File: src/rtl/muldiv_pkg.sv
// Shared op encodings, FSM state type and small decode helpers for the
// iterative multiply/divide unit.
package muldiv_pkg;

  localparam logic [1:0] OP_MULT  = 2'b00;
  localparam logic [1:0] OP_MULTU = 2'b01;
  localparam logic [1:0] OP_DIV   = 2'b10;
  localparam logic [1:0] OP_DIVU  = 2'b11;

  typedef enum logic [1:0] {
    ST_IDLE = 2'd0,
    ST_RUN  = 2'd1,
    ST_FIX  = 2'd2
  } state_e;

  function automatic logic op_is_div(input logic [1:0] op);
    return op[1];
  endfunction

  function automatic logic op_is_signed(input logic [1:0] op);
    return ~op[0];
  endfunction

endpackage

File: src/rtl/muldiv_if.sv
// EX-stage <-> mult/div unit bundle: issue request, MTHI/MTLO writes and the
// architectural HI/LO plus status returned to the pipeline.
interface muldiv_if #(
  parameter int WIDTH = 32
);
  // Issue handshake: StartE is the valid, !Busy is the ready; a request is
  // taken only on an edge where StartE=1 and the unit is idle, otherwise dropped.
  logic             StartE;
  logic [1:0]       OpE;
  logic [WIDTH-1:0] SrcAE;
  logic [WIDTH-1:0] SrcBE;
  logic             AbortE;
  logic             WrHiE;
  logic             WrLoE;
  logic [WIDTH-1:0] WrDataE;
  logic [WIDTH-1:0] HiOut;
  logic [WIDTH-1:0] LoOut;
  logic             Busy;
  logic             Done;
  logic             DivZero;

  modport master (
    output StartE, OpE, SrcAE, SrcBE, AbortE, WrHiE, WrLoE, WrDataE,
    input  HiOut, LoOut, Busy, Done, DivZero
  );

  modport slave (
    input  StartE, OpE, SrcAE, SrcBE, AbortE, WrHiE, WrLoE, WrDataE,
    output HiOut, LoOut, Busy, Done, DivZero
  );
endinterface

File: src/rtl/muldiv_step.sv
// One combinational iteration: right-shifting shift-add multiply step, or a
// restoring divide step on {remainder, dividend/quotient}.
module muldiv_step #(
    parameter int WIDTH    = 32,
    parameter bit FAST_MUL = 1'b0
) (
    input  logic               is_div_i,
    input  logic [2*WIDTH-1:0] acc_i,
    input  logic [WIDTH-1:0]   a_i,
    input  logic [WIDTH-1:0]   b_i,
    output logic [2*WIDTH-1:0] acc_o
);

    logic [WIDTH:0] sum;
    logic [WIDTH:0] rem_sh;
    logic [WIDTH:0] diff;

    always_comb begin
        sum    = {1'b0, acc_i[2*WIDTH-1:WIDTH]} + (b_i[0] ? {1'b0, a_i} : '0);
        rem_sh = {acc_i[2*WIDTH-1:WIDTH], acc_i[WIDTH-1]};
        diff   = rem_sh - {1'b0, b_i};
        acc_o  = acc_i;
        if (is_div_i) begin
            // Borrow out of the subtract means the divisor did not fit: restore.
            if (!diff[WIDTH]) acc_o = {diff[WIDTH-1:0], acc_i[WIDTH-2:0], 1'b1};
            else              acc_o = {rem_sh[WIDTH-1:0], acc_i[WIDTH-2:0], 1'b0};
        end else if (FAST_MUL) begin
            acc_o = {{WIDTH{1'b0}}, a_i} * {{WIDTH{1'b0}}, b_i};
        end else begin
            acc_o = {sum, acc_i[WIDTH-1:1]};
        end
    end

endmodule

File: src/rtl/muldiv_unit.sv
// Iterative MULT/MULTU/DIV/DIVU unit with architectural HI/LO, MTHI/MTLO
// writes and flush abort. Magnitudes are iterated; the sign is applied in FIX.
module muldiv_unit
    import muldiv_pkg::*;
#(
    parameter int WIDTH    = 32,
    parameter bit FAST_MUL = 1'b0
) (
    input  logic   CLK,
    input  logic   RSTn,
    muldiv_if.slave bus,
    output state_e dbg_state_o
);

    localparam int CW = $clog2(WIDTH) + 1;

    state_e             state_q, state_d;
    logic [1:0]         op_q, op_d;
    logic [WIDTH-1:0]   a_q, a_d, b_q, b_d, raw_a_q, raw_a_d;
    logic               neg_q, neg_d, rneg_q, rneg_d;
    logic [2*WIDTH-1:0] acc_q, acc_d, acc_step, prod;
    logic [CW-1:0]      cnt_q, cnt_d;
    logic [WIDTH-1:0]   hi_q, hi_d, lo_q, lo_d;
    logic               busy_q, busy_d, done_q, done_d, divz_q, divz_d;
    logic               sgn;

    muldiv_step #(.WIDTH(WIDTH), .FAST_MUL(FAST_MUL)) u_step (
        .is_div_i (op_is_div(op_q)),
        .acc_i    (acc_q),
        .a_i      (a_q),
        .b_i      (b_q),
        .acc_o    (acc_step)
    );

    always_comb begin
        state_d = state_q;
        op_d    = op_q;
        a_d     = a_q;
        b_d     = b_q;
        raw_a_d = raw_a_q;
        neg_d   = neg_q;
        rneg_d  = rneg_q;
        acc_d   = acc_q;
        cnt_d   = cnt_q;
        hi_d    = hi_q;
        lo_d    = lo_q;
        done_d  = 1'b0;
        divz_d  = 1'b0;
        sgn     = op_is_signed(bus.OpE);
        prod    = neg_q ? -acc_q : acc_q;

        unique case (state_q)
            ST_IDLE: begin
                if (bus.StartE && !bus.AbortE) begin
                    op_d    = bus.OpE;
                    a_d     = (sgn && bus.SrcAE[WIDTH-1]) ? -bus.SrcAE : bus.SrcAE;
                    b_d     = (sgn && bus.SrcBE[WIDTH-1]) ? -bus.SrcBE : bus.SrcBE;
                    neg_d   = sgn & (bus.SrcAE[WIDTH-1] ^ bus.SrcBE[WIDTH-1]);
                    rneg_d  = sgn & bus.SrcAE[WIDTH-1];
                    raw_a_d = bus.SrcAE;
                    // Divide keeps the dividend in the low half and shifts quotient bits in.
                    acc_d   = op_is_div(bus.OpE) ? {{WIDTH{1'b0}}, a_d} : '0;
                    cnt_d   = '0;
                    state_d = ST_RUN;
                end else if (!bus.StartE) begin
                    if (bus.WrHiE) hi_d = bus.WrDataE;
                    if (bus.WrLoE) lo_d = bus.WrDataE;
                end
            end
            ST_RUN: begin
                acc_d = acc_step;
                if (!op_is_div(op_q)) b_d = b_q >> 1;
                if (cnt_q == CW'(WIDTH - 1) || (FAST_MUL && !op_is_div(op_q))) begin
                    state_d = ST_FIX;
                end else begin
                    cnt_d = cnt_q + 1'b1;
                end
            end
            ST_FIX: begin
                state_d = ST_IDLE;
                done_d  = 1'b1;
                if (!op_is_div(op_q)) begin
                    {hi_d, lo_d} = prod;
                end else if (b_q == '0) begin
                    lo_d   = '1;
                    hi_d   = raw_a_q;
                    divz_d = 1'b1;
                end else begin
                    lo_d = neg_q  ? -acc_q[WIDTH-1:0]       : acc_q[WIDTH-1:0];
                    hi_d = rneg_q ? -acc_q[2*WIDTH-1:WIDTH] : acc_q[2*WIDTH-1:WIDTH];
                end
            end
            default: state_d = ST_IDLE;
        endcase

        if (bus.AbortE && state_q != ST_IDLE) begin
            state_d = ST_IDLE;
            done_d  = 1'b0;
            divz_d  = 1'b0;
            hi_d    = hi_q;
            lo_d    = lo_q;
        end
        busy_d = (state_d != ST_IDLE);
    end

    always_ff @(posedge CLK or negedge RSTn) begin
        if (!RSTn) begin
            state_q <= ST_IDLE;
            op_q    <= OP_MULT;
            a_q     <= '0;
            b_q     <= '0;
            raw_a_q <= '0;
            neg_q   <= 1'b0;
            rneg_q  <= 1'b0;
            acc_q   <= '0;
            cnt_q   <= '0;
            hi_q    <= '0;
            lo_q    <= '0;
            busy_q  <= 1'b0;
            done_q  <= 1'b0;
            divz_q  <= 1'b0;
        end else begin
            state_q <= state_d;
            op_q    <= op_d;
            a_q     <= a_d;
            b_q     <= b_d;
            raw_a_q <= raw_a_d;
            neg_q   <= neg_d;
            rneg_q  <= rneg_d;
            acc_q   <= acc_d;
            cnt_q   <= cnt_d;
            hi_q    <= hi_d;
            lo_q    <= lo_d;
            busy_q  <= busy_d;
            done_q  <= done_d;
            divz_q  <= divz_d;
        end
    end

    assign bus.HiOut    = hi_q;
    assign bus.LoOut    = lo_q;
    assign bus.Busy     = busy_q;
    assign bus.Done     = done_q;
    assign bus.DivZero  = divz_q;
    assign dbg_state_o  = state_q;

endmodule

File: src/flat_wrapper.sv
// flat-port wrapper written by rule: the top's interface ports become plain ports
module muldiv_unit_flat import muldiv_pkg::*;
#(
    parameter int WIDTH    = 32,
    parameter bit FAST_MUL = 1'b0
)
  (CLK, RSTn, dbg_state_o, bus_StartE, bus_OpE, bus_SrcAE, bus_SrcBE, bus_AbortE, bus_WrHiE, bus_WrLoE, bus_WrDataE, bus_HiOut, bus_LoOut, bus_Busy, bus_Done, bus_DivZero);
  muldiv_if #(.WIDTH(WIDTH)) bus_i ();
  input  logic CLK;
  input  logic RSTn;
  output state_e dbg_state_o;
  input wire logic [$bits(bus_i.StartE)-1:0] bus_StartE;
  input wire logic [$bits(bus_i.OpE)-1:0] bus_OpE;
  input wire logic [$bits(bus_i.SrcAE)-1:0] bus_SrcAE;
  input wire logic [$bits(bus_i.SrcBE)-1:0] bus_SrcBE;
  input wire logic [$bits(bus_i.AbortE)-1:0] bus_AbortE;
  input wire logic [$bits(bus_i.WrHiE)-1:0] bus_WrHiE;
  input wire logic [$bits(bus_i.WrLoE)-1:0] bus_WrLoE;
  input wire logic [$bits(bus_i.WrDataE)-1:0] bus_WrDataE;
  output wire logic [$bits(bus_i.HiOut)-1:0] bus_HiOut;
  output wire logic [$bits(bus_i.LoOut)-1:0] bus_LoOut;
  output wire logic [$bits(bus_i.Busy)-1:0] bus_Busy;
  output wire logic [$bits(bus_i.Done)-1:0] bus_Done;
  output wire logic [$bits(bus_i.DivZero)-1:0] bus_DivZero;
  assign bus_i.StartE = bus_StartE;
  assign bus_i.OpE = bus_OpE;
  assign bus_i.SrcAE = bus_SrcAE;
  assign bus_i.SrcBE = bus_SrcBE;
  assign bus_i.AbortE = bus_AbortE;
  assign bus_i.WrHiE = bus_WrHiE;
  assign bus_i.WrLoE = bus_WrLoE;
  assign bus_i.WrDataE = bus_WrDataE;
  assign bus_HiOut = bus_i.HiOut;
  assign bus_LoOut = bus_i.LoOut;
  assign bus_Busy = bus_i.Busy;
  assign bus_Done = bus_i.Done;
  assign bus_DivZero = bus_i.DivZero;
  muldiv_unit #(.WIDTH(WIDTH), .FAST_MUL(FAST_MUL)) u_core (.CLK(CLK), .RSTn(RSTn), .bus(bus_i), .dbg_state_o(dbg_state_o));
endmodule
File: config.mk
export PLATFORM = sky130hd
export DESIGN_NAME = muldiv_unit_flat
export DESIGN_NICKNAME = d
export VERILOG_FILES = /design/src/rtl/muldiv_pkg.sv /design/src/rtl/muldiv_if.sv /design/src/rtl/muldiv_step.sv /design/src/rtl/muldiv_unit.sv /design/src/flat_wrapper.sv
export SDC_FILE = /design/constraint.sdc
export NUM_CORES = 1
export LEC_CHECK = 0
export BUFFER_PORTS_ARGS = -buffer_cell sky130_fd_sc_hd__buf_2
export CORE_MARGIN = 10
export CORE_UTILIZATION = 66
export DETAILED_ROUTE_END_ITERATION = 8
export PLACE_DENSITY_LB_ADDON = 0.12
export SLEW_MARGIN = 20
export SYNTH_ARGS = -nofsm -noshare
export SYNTH_HDL_FRONTEND = slang
export SYNTH_SLANG_ARGS = --single-unit
export TNS_END_PERCENT = 50
File: constraint.sdc
create_clock -name CLK -period 7.4 [get_ports CLK]
set_input_delay 0.74 -clock CLK [delete_from_list [all_inputs] [get_ports CLK]]
set_output_delay 0.74 -clock CLK [all_outputs]
set_load 0.01 [all_outputs]
# ---- Word level (Yosys, flattened, before mapping)
# Index checks and enable logic that the tools add are counted.
dict set report word_totals {
  in_bits 104
  reg_bits 239
}
dict set report op_classes {
  bitwise 5
  n_mux 39
  eq_ne 10
  n_addsub 8
  n_reduce_logical 17
}
# cell n
set ops {}
lappend ops {{$mux 32} 18}
lappend ops {{$mux 64} 4}
lappend ops {{$pmux 32 s2} 3}
lappend ops {{$neg 32->32} 4}
lappend ops {{$pmux 64 s2} 1}
lappend ops {{$neg 64->64} 1}
lappend ops {{$add 32x33->33} 1}
lappend ops {{$sub 33x32->33} 1}
lappend ops {{$logic_not 32->1} 1}
lappend ops {{$mux 6} 2}
lappend ops {{$ne 2x2->1 const B} 6}
lappend ops {{$pmux 6 s2} 1}
lappend ops {{$reduce_and 5->1} 2}
lappend ops {{$reduce_bool 2->1} 4}
lappend ops {{$add 6x1->6 const B} 1}
lappend ops {{$eq 6x5->1 const B} 1}
lappend ops {{$mux 1} 6}
lappend ops {{$mux 2} 3}
lappend ops {{$reduce_and 3->1} 2}
lappend ops {{$logic_and 1x1->1} 4}
lappend ops {{$pmux 2 s2} 1}
lappend ops {{$reduce_and 2->1} 2}
lappend ops {{$and 1x1->1} 2}
lappend ops {{$eq 2x1->1 const B} 1}
lappend ops {{other kinds (6)} 7}

# ---- Longest topological paths before layout
# Gate-level depths: netlist of run 1.
dict set report depth {
  depth_word 6
  depth_mapped 14
  depth_no_buf 13
}

# ---- Cells and area by module
# A second synthesis of run 1 with hierarchy kept.
dict set report hier_totals {
  cells_unflattened 2391
  area_unflattened_um2 18810.5
}
# mod cells_per_inst n_inst seq_area_each_um2 area_per_inst_um2
set by_module_without_submodules {}
lappend by_module_without_submodules {muldiv_unit 1738 1 5930.7 14279.9}
lappend by_module_without_submodules {muldiv_step 653 1 0.0 4530.6}

# ---- Least setup slack after synthesis of run 1
# Ideal clock, no wire load.
dict set report synth_timing {
  path_kind {flip-flop to flip-flop}
  from {reg u_core.b_q[0]}
  to {reg u_core.acc_q[55]}
  path_slack_ns 4.196
  path_stages_with_launch 15
  required_ns 7.258
  arrival_ns 3.062
  cell_sequence {dfrtp_1 clkbuf_1 and2_1 ha_1 inv_1 fa_1 nor2b_1 or4_1 a31oi_1 o211ai_1 a221o_1 a21o_1 a21oi_1 xnor2_1 o221ai_1}
}
dict set report synth_between {
  elab_chain_len 4
  word_cells_on_any_way 6
  classes_between {2 x add/sub; 4 x mux}
}
# element line
set synth_lines {}
lappend synth_lines {{start, declared} muldiv_unit.sv:19} ;# logic [WIDTH-1:0] a_q, a_d, b_q, b_d, raw_a_q, raw_a_d;
lappend synth_lines {{start signal, assigned} muldiv_unit.sv:111} ;# b_q <= '0;
lappend synth_lines {{start signal, assigned} muldiv_unit.sv:126} ;# b_q <= b_d;
lappend synth_lines {{$mux 32 / $sub 33x32->33 (equally long branches)} {muldiv_step.sv:19, muldiv_step.sv:21}}
lappend synth_lines {{$add 32x33->33 / $mux 64 (equally long branches)} {muldiv_step.sv:19, muldiv_step.sv:25}}
lappend synth_lines {{$mux 64 (*)} muldiv_step.sv:23} ;# if (is_div_i) begin
lappend synth_lines {{$pmux 64 s2 (*)} muldiv_unit.sv:52} ;# unique case (state_q)
lappend synth_lines {{end signal, assigned} muldiv_unit.sv:115} ;# acc_q <= '0;
lappend synth_lines {{end signal, assigned} muldiv_unit.sv:130} ;# acc_q <= acc_d;
lappend synth_lines {{end, declared} muldiv_unit.sv:21} ;# logic [2*WIDTH-1:0] acc_q, acc_d, acc_step, prod;
# Mark *: on every way between the ends. The rest lies on a longest branch, timed or not.
# A chain may end at the register's enable or synchronous reset.

# ---- Final worst setup path of run 1
dict set report layout_timing {
  from {reg u_core.b_q[0]}
  to {reg u_core.acc_q[51]}
}
# Same word-level chain as after synthesis.

==> impl_metrics.ini, run 1 <==
[outcome]
status = finished clean

[clock_network]
ctsResizeCount = 0
clkSinkCount = 237
h-tree-depth = 1
clk_pin_slew_ns = 0.06
clock_latency_ns = 0.57
cts_tree = done
root_buffer = clkbuf_16
cts_setup_buffers = 0
cts_hold_buf = 0
cts_max_path_buffers = 3
cts_buffers = 28

[global_routing]
grt_overflow = 0
grt.total_usage_pct = 33.3
grt_pass1_vias = 17100
antenna_found_initial = 1
grt_pass1_wl_mm = 91.8
grt_max_degree = 160

[layout]
seq_area_mm2 = 0.00593
diodes = 0
fin_nets = 2483
drive_gt1_share_pct = 12.2
multi_input_area_mm2 = 0.0113
syn_to_final_growth_pct = 10.1
fillers = 2110

[critical_path]
cp-start-kind = register
slowest_delay_ns = 0.92
crit_arrival_ns = 4.62
critPathRequiredTime_ns = 7.80
critPathTopFamily = compound AO/OA/AOI/OAI gates
slowest_stage = dfrtp_1
worst-path-buf-inv = 1
critPathKind = reg -> reg
critPathMaxFanout = 42
crit_path_end_kind = register
worstPathCellList = ha_1 -> fa_1 -> nor2b_1 -> o31a_1 -> o221a_2 -> o21ba_2 -> a211oi_2 -> xnor2_2 -> buf_4 -> mux2_2 -> a22oi_1 -> o21ai_0

[synth]
synthFlopType = dfrtp_1
yosysUniqueCellTypes = 84
async_flop_share_pct = 100
synth_top_area_share_pct = 32.9
ys_top_cells_by_area = dfrtp_1 33%, nand2_1 7.9%, xnor2_1 5.4%, o21ai_0 5.2%, ha_1 4.8%
synth_common_cells = 380 x nand2_1, 237 x dfrtp_1, 188 x o21ai_0
synth_top_area_cell = dfrtp_1
yosysSeqAreaShare_pct = 32.9
avgSynthCellArea_um2 = 8.03
synth.cell_area_mm2 = 0.0180
synth_edf_count = 0
post-synth-top-count-cell = nand2_1
ys_warn_count = 0
syn-num-nets = 2423
synthCells = 2248
ys_seq_elements = 237

[floorplan]
die_h_um = 185
initial_utilization_pct = 67.0
core_mm2 = 0.0270
dieArea_mm2 = 0.0344
die_x_um = 185
num_rows = 60
num_io_pins = 173

[power_and_ir_drop]
p_per_area_mw_per_mm2 = 345
peakVddDrop_mv = 0.257
power_leakage_uw = 0.00876

[timing]
fin_ws_ns = 3.19
period_minus_slack_ns = 4.21
worstMarginPinSlew_ns = 1.14
final-setup-viol-count = 0
fin_tns_setup_ns = 0
period_share_pct = 57.0
slew_headroom_pct = 23.8
hold_viol_final = 0
rsz0062_at_grt = false
fmax_mhz = 237
clock_skew_ns = 0.0291
maxSlewViolCount = 0

[drt]
drt-pass1-iter-count = 5
wl_per_cell_um = 22.0
viasPerCell = 6.76
wl_mm = 58.8
vias = 18000
ant_nets = 0
drt_iter0_markers = 2250
drcViolationCount = 0

[place]
portBuffers = 172
place_hpwl_mm = 42.4
gp_routability_congestion = 0.955
dp_worst_setup_slack_ns = 3.25

[hold_path]
hp-class = in -> async

[run]
cap_viol_max_count = 0
[cells by family (layout without fill, tap and decap cells)]
group | count (synthesis) | in the layout | share of synthesized area, %
and+or+nand+nor | 791 | 791 | 20.8
AOI/OAI and AO/OA | 665 | 665 | 23.4
DFF | 237 | 237 | 32.9
buffers and inverters | 221 | 300 | 4.73
xor gates and xnor gates | 198 | 198 | 9.61
adders and majority gates | 71 | 71 | 5.01
muxes | 65 | 65 | 3.61
[where the power goes]
| part | internal (uW) | leakage, uW | switching, uW |
|---|---|---|---|
| logic | 1370 | 0.00543 | 1890 |
| registers | 1590 | 0.00287 | 551 |
| clock network | 883 | 0.000463 | 583 |
| total | 3840 | 0.00876 | 3020 |
[layout make-up]
type / count / area share, %
multi-input combinational: 1790 / 56.9
timing repair buffer: 190 / 5.12
tap: 341 / 2.15
clock buffer: 42 / 4.04
sequential: 237 / 29.9
inverter: 61 / 1.15
clock inverter: 7 / 0.737
[routing by layer]
layer | wire length [um] | up-vias | track usage [%]
li1 | - | 8202 | -
met1 | 24000 | 8638 | 45.0
met2 | 27100 | 1001 | 52.8
met3 | 5340 | 187 | 4.68
met4 | 2370 | 2 | 12.7
met5 | 11 | - | 0
[final timing paths]
kind / slack (ns) / from / endpoint / cells past startpoint
hold reg to reg: 0.47 / u_core.a_q[7] / u_core.a_q[7] / 2
hold / removal: 0.17 / RSTn / u_core.b_q[29] / 1
setup reg to reg: 3.19 / u_core.b_q[0] / u_core.acc_q[51] / 12
max in group asynchronous: 5.78 / RSTn / u_core.neg_q / 2
setup / recovery: 3.19 / u_core.b_q[0] / u_core.acc_q[51] / 12
min in group CLK: 0.42 / bus_SrcAE[26] / u_core.raw_a_q[26] / 3
[per-stage QoR]
stage          instance area (um2)  util (%)  std cells  hold slack [ns]  power, uW
4_1_cts                      19900      73.7       2668            0.186       6780
3_5_place_dp                 18900      70.2       2619            0.455       5300
2_1_floorplan                18000         -       2248            0.438       4420
3_3_place_gp                 18900      70.2       2619            0.454       5210
5_1_grt                      19900      73.7       2668            0.207       7290
6_report                     19900      73.7       2668            0.166       6860
[flip-flops by register name (all words and copies together) (netlist names)]
name                cells
u_core.rneg_q           1
u_core.op_q             1
u_core.bus.Busy         1
u_core.bus.LoOut       32
u_core.b_q             32
u_core.a_q             31
u_core.bus.HiOut       32
u_core.acc_q           64
u_core.bus.Done         1
u_core.dbg_state_o      2
u_core.neg_q            1
u_core.cnt_q            6
u_core.raw_a_q         32
u_core.bus.DivZero      1
[cell usage in the layout, fill, tap and decap left out, drive strengths merged, types with 64 or more instances in the layout]
master / synthesis / routed
xnor2: 112 / 112
xor2: 86 / 86
nor2: 125 / 125
mux2i: 64 / 64
nand2: 381 / 381
ha: 69 / 69
a21oi: 160 / 160
dfrtp: 237 / 237
buf: 26 / 190
o21ai: 194 / 194
(Power assumes the default switching activity.)
==> inputs of run 2 (changes only) <==
--- a/config.mk
+++ b/config.mk
@@ -7,7 +7,7 @@
 export LEC_CHECK = 0
 export BUFFER_PORTS_ARGS = -buffer_cell sky130_fd_sc_hd__buf_2
 export CORE_MARGIN = 10
-export CORE_UTILIZATION = 66
+export CORE_UTILIZATION = 55
 export DETAILED_ROUTE_END_ITERATION = 8
 export PLACE_DENSITY_LB_ADDON = 0.12
 export SLEW_MARGIN = 20
==> constraint.sdc (replaced) <==
create_clock -name CLK -period 3.5 [get_ports CLK]
set_input_delay 0.35 -clock CLK [delete_from_list [all_inputs] [get_ports CLK]]
set_output_delay 0.35 -clock CLK [all_outputs]
set_load 0.01 [all_outputs]
==> run 2 against run 1 <==
Compared with the run above:
- first-iteration DRC count decreased by 31%
- setup slack got worse by 3.1 ns
- sequential power increased by 94%
- sequential share of layout area decreased by 1.0 points
- power increased by 120%
- flip-flop and latch count unchanged
- wire length increased by 4.4%
- hold slack got worse by 0.15 ns
- clock-buffer cell count decreased by 5
- non-clock buffer count increased by 63
- final cell count increased by 6.3%
==> impl_metrics.ini, run 2 (synthesis gave the netlist of run 1 again) <==
[clock_network]
clock_latency_ns = 0.58
clkSinkCount = 237
clk_pin_slew_ns = 0.06
root_buffer = clkbuf_16
cts_buffers = 29
cts_max_path_buffers = 3
h-tree-depth = 1
cts_tree = done

[global_routing]
antenna_found_initial = 2
grt_overflow = 0
grt_max_degree = 95
grt_pass1_wl_mm = 95.3
grt.total_usage_pct = 29.0
grt_pass1_vias = 16900

[hold_path]
hp-class = in -> reg

[power_and_ir_drop]
seqPwrFrac_pct = 27.6
p_per_area_mw_per_mm2 = 732
p_sw_uw = 6480
power_frac_comb_pct = 50.7
p_int_uw = 8600
power_frac_clock_pct = 21.7
peakVddDrop_mv = 0.448
power_leakage_uw = 0.00912
swShare_pct = 43.0

[drt]
drt_iter0_markers = 1553
viasPerCell = 6.28
drcViolationCount = 0
ant_nets = 0
drt-pass1-iter-count = 5
wl_per_cell_um = 21.7
wl_mm = 61.4
vias = 17800

[layout]
most-common-layout-cells = 379 x nand2_1, 234 x dfrtp_1, 188 x o21ai_0
top_register = u_core.acc_q
syn_to_final_growth_pct = 14.1
largest_reg_flops = 64
fillers = 2961
drive_gt1_share_pct = 14.9
fin_nets = 2547
layout_commonest_cell = nand2_1
final_core_util_pct = 63.4
final_cell_area_mm2 = 0.0206

[place]
dpl-instance-area_mm2 = 0.0195
dp_worst_setup_slack_ns = 0.0498
place_hpwl_mm = 46.0
gp_routability_congestion = 0.971
portBuffers = 172

[critical_path]
critPathMaxFanout = 26
crit_path_end_kind = register
critPathKind = reg -> reg
worstPathCellList = buf_4 -> and2_1 -> ha_1 -> and4_1 -> nand4_1 -> o2bb2ai_1 -> nor4_2 -> o31ai_2 -> a31oi_1 -> o21ai_0 -> mux2i_1 -> or3_1
slowest_delay_ns = 0.47
crit_arrival_ns = 3.84
cp-start-kind = register
worst-path-buf-inv = 1
slowest_stage = dfrtp_2
critPathRequiredTime_ns = 3.96
critPathTopFamily = compound AO/OA/AOI/OAI gates

[timing]
fin_ws_ns = 0.120
holdWs_ns = 0.0137
hold_viol_final = 0
fmax_mhz = 296
final-setup-viol-count = 0
worstMarginPinSlew_ns = 1.04
period_share_pct = 96.6
clock_skew_ns = 0.0218
slew_headroom_pct = 30.7
rsz0062_at_grt = true
maxSlewViolCount = 0
period_minus_slack_ns = 3.38

[outcome]
status = finished clean

[floorplan]
num_rows = 66
num_io_pins = 173
initial_utilization_pct = 55.6
die_h_um = 201
dieArea_mm2 = 0.0405
core_mm2 = 0.0325
die_x_um = 201

[run]
cap_viol_max_count = 0
-- run 2: changes by cell type in the layout (fill, tap and decap cells not counted), moves of 2 or more --
| cell | previous run | this run |
|---|---|---|
| a21oi_1 | 160 | 158 |
| a21oi_2 | 0 | 2 |
| buf_12 | 1 | 3 |
| buf_4 | 17 | 77 |
| bufinv_16 | 4 | 6 |
| clkbuf_1 | 9 | 5 |
| clkbuf_8 | 5 | 3 |
| clkinv_2 | 2 | 7 |
-- run 2: worst paths after layout --
| check | start | endpoint | slack [ns] | cells past startpoint |
|---|---|---|---|---|
| worst max register to register | u_core.b_q[0] | u_core.acc_q[62] | 0.12 | 12 |
| max in group asynchronous | RSTn | u_core.bus.LoOut[1] | 2.03 | 3 |
| min in group asynchronous | RSTn | u_core.cnt_q[4] | 0.42 | 2 |
| worst max-delay path | u_core.b_q[0] | u_core.acc_q[62] | 0.12 | 12 |
| worst min-delay path | bus_AbortE | u_core.dbg_state_o[1] | 0.01 | 2 |
| worst min register to register | u_core.bus.LoOut[20] | u_core.bus.LoOut[20] | 0.47 | 2 |
-- run 2: final cells by class --
class | count | area, um2 | share of cell area [%]
Sequential cell | 237 | 5930 | 28.8
Clock inverter | 14 | 224 | 1.09
Inverter | 61 | 229 | 1.11
Timing Repair Buffer | 253 | 1520 | 7.38
Multi-Input combinational cell | 1790 | 11300 | 55.1
Tap cell | 442 | 553 | 2.69
Clock buffer | 37 | 786 | 3.82
Antenna cell | 1 | 2.50 | 0.0122
-- run 2: repair_timing --
| item | in CTS | in global routing |
|---|---|---|
| endpoints found under the hold margin | 90 | 0 |
| endpoints found under the setup margin | 0 | 13 |
| hold buffers | 1 | 0 |
| buffers inserted | 0 | 0 |
| resized for setup | 0 | 7 |
-- run 2: metal layers --
metal  wire length (um)  GRT usage (%)  vias up
met5                  0              0        -
met4               1790           8.63        0
met3               4380           4.67      104
met2              28200           45.9      716
met1              27000           40.0     8655
li1                   -              -     8337
-- run 2: through the flow --
step / instances / setup TNS, ns / total power [uW]
3_5_place_dp: 2782 / 0 / 11700
4_1_cts: 2834 / 0 / 15000
6_report: 2835 / 0 / 15100
2_1_floorplan: 2248 / 0 / 9330
5_1_grt: 2834 / -0.0568 / 16100
3_3_place_gp: 2782 / 0 / 11600
-- run 2: power groups by stage --
stage / registers [uW] / logic (uW) / clock network, uW
2_1_floorplan: 3910 / 5420 / 0
3_3_place_gp: 4170 / 7390 / 0
3_5_place_dp: 4180 / 7480 / 0
4_1_cts: 4140 / 7540 / 3300
5_1_grt: 4230 / 8440 / 3410
6_report: 4160 / 7650 / 3270
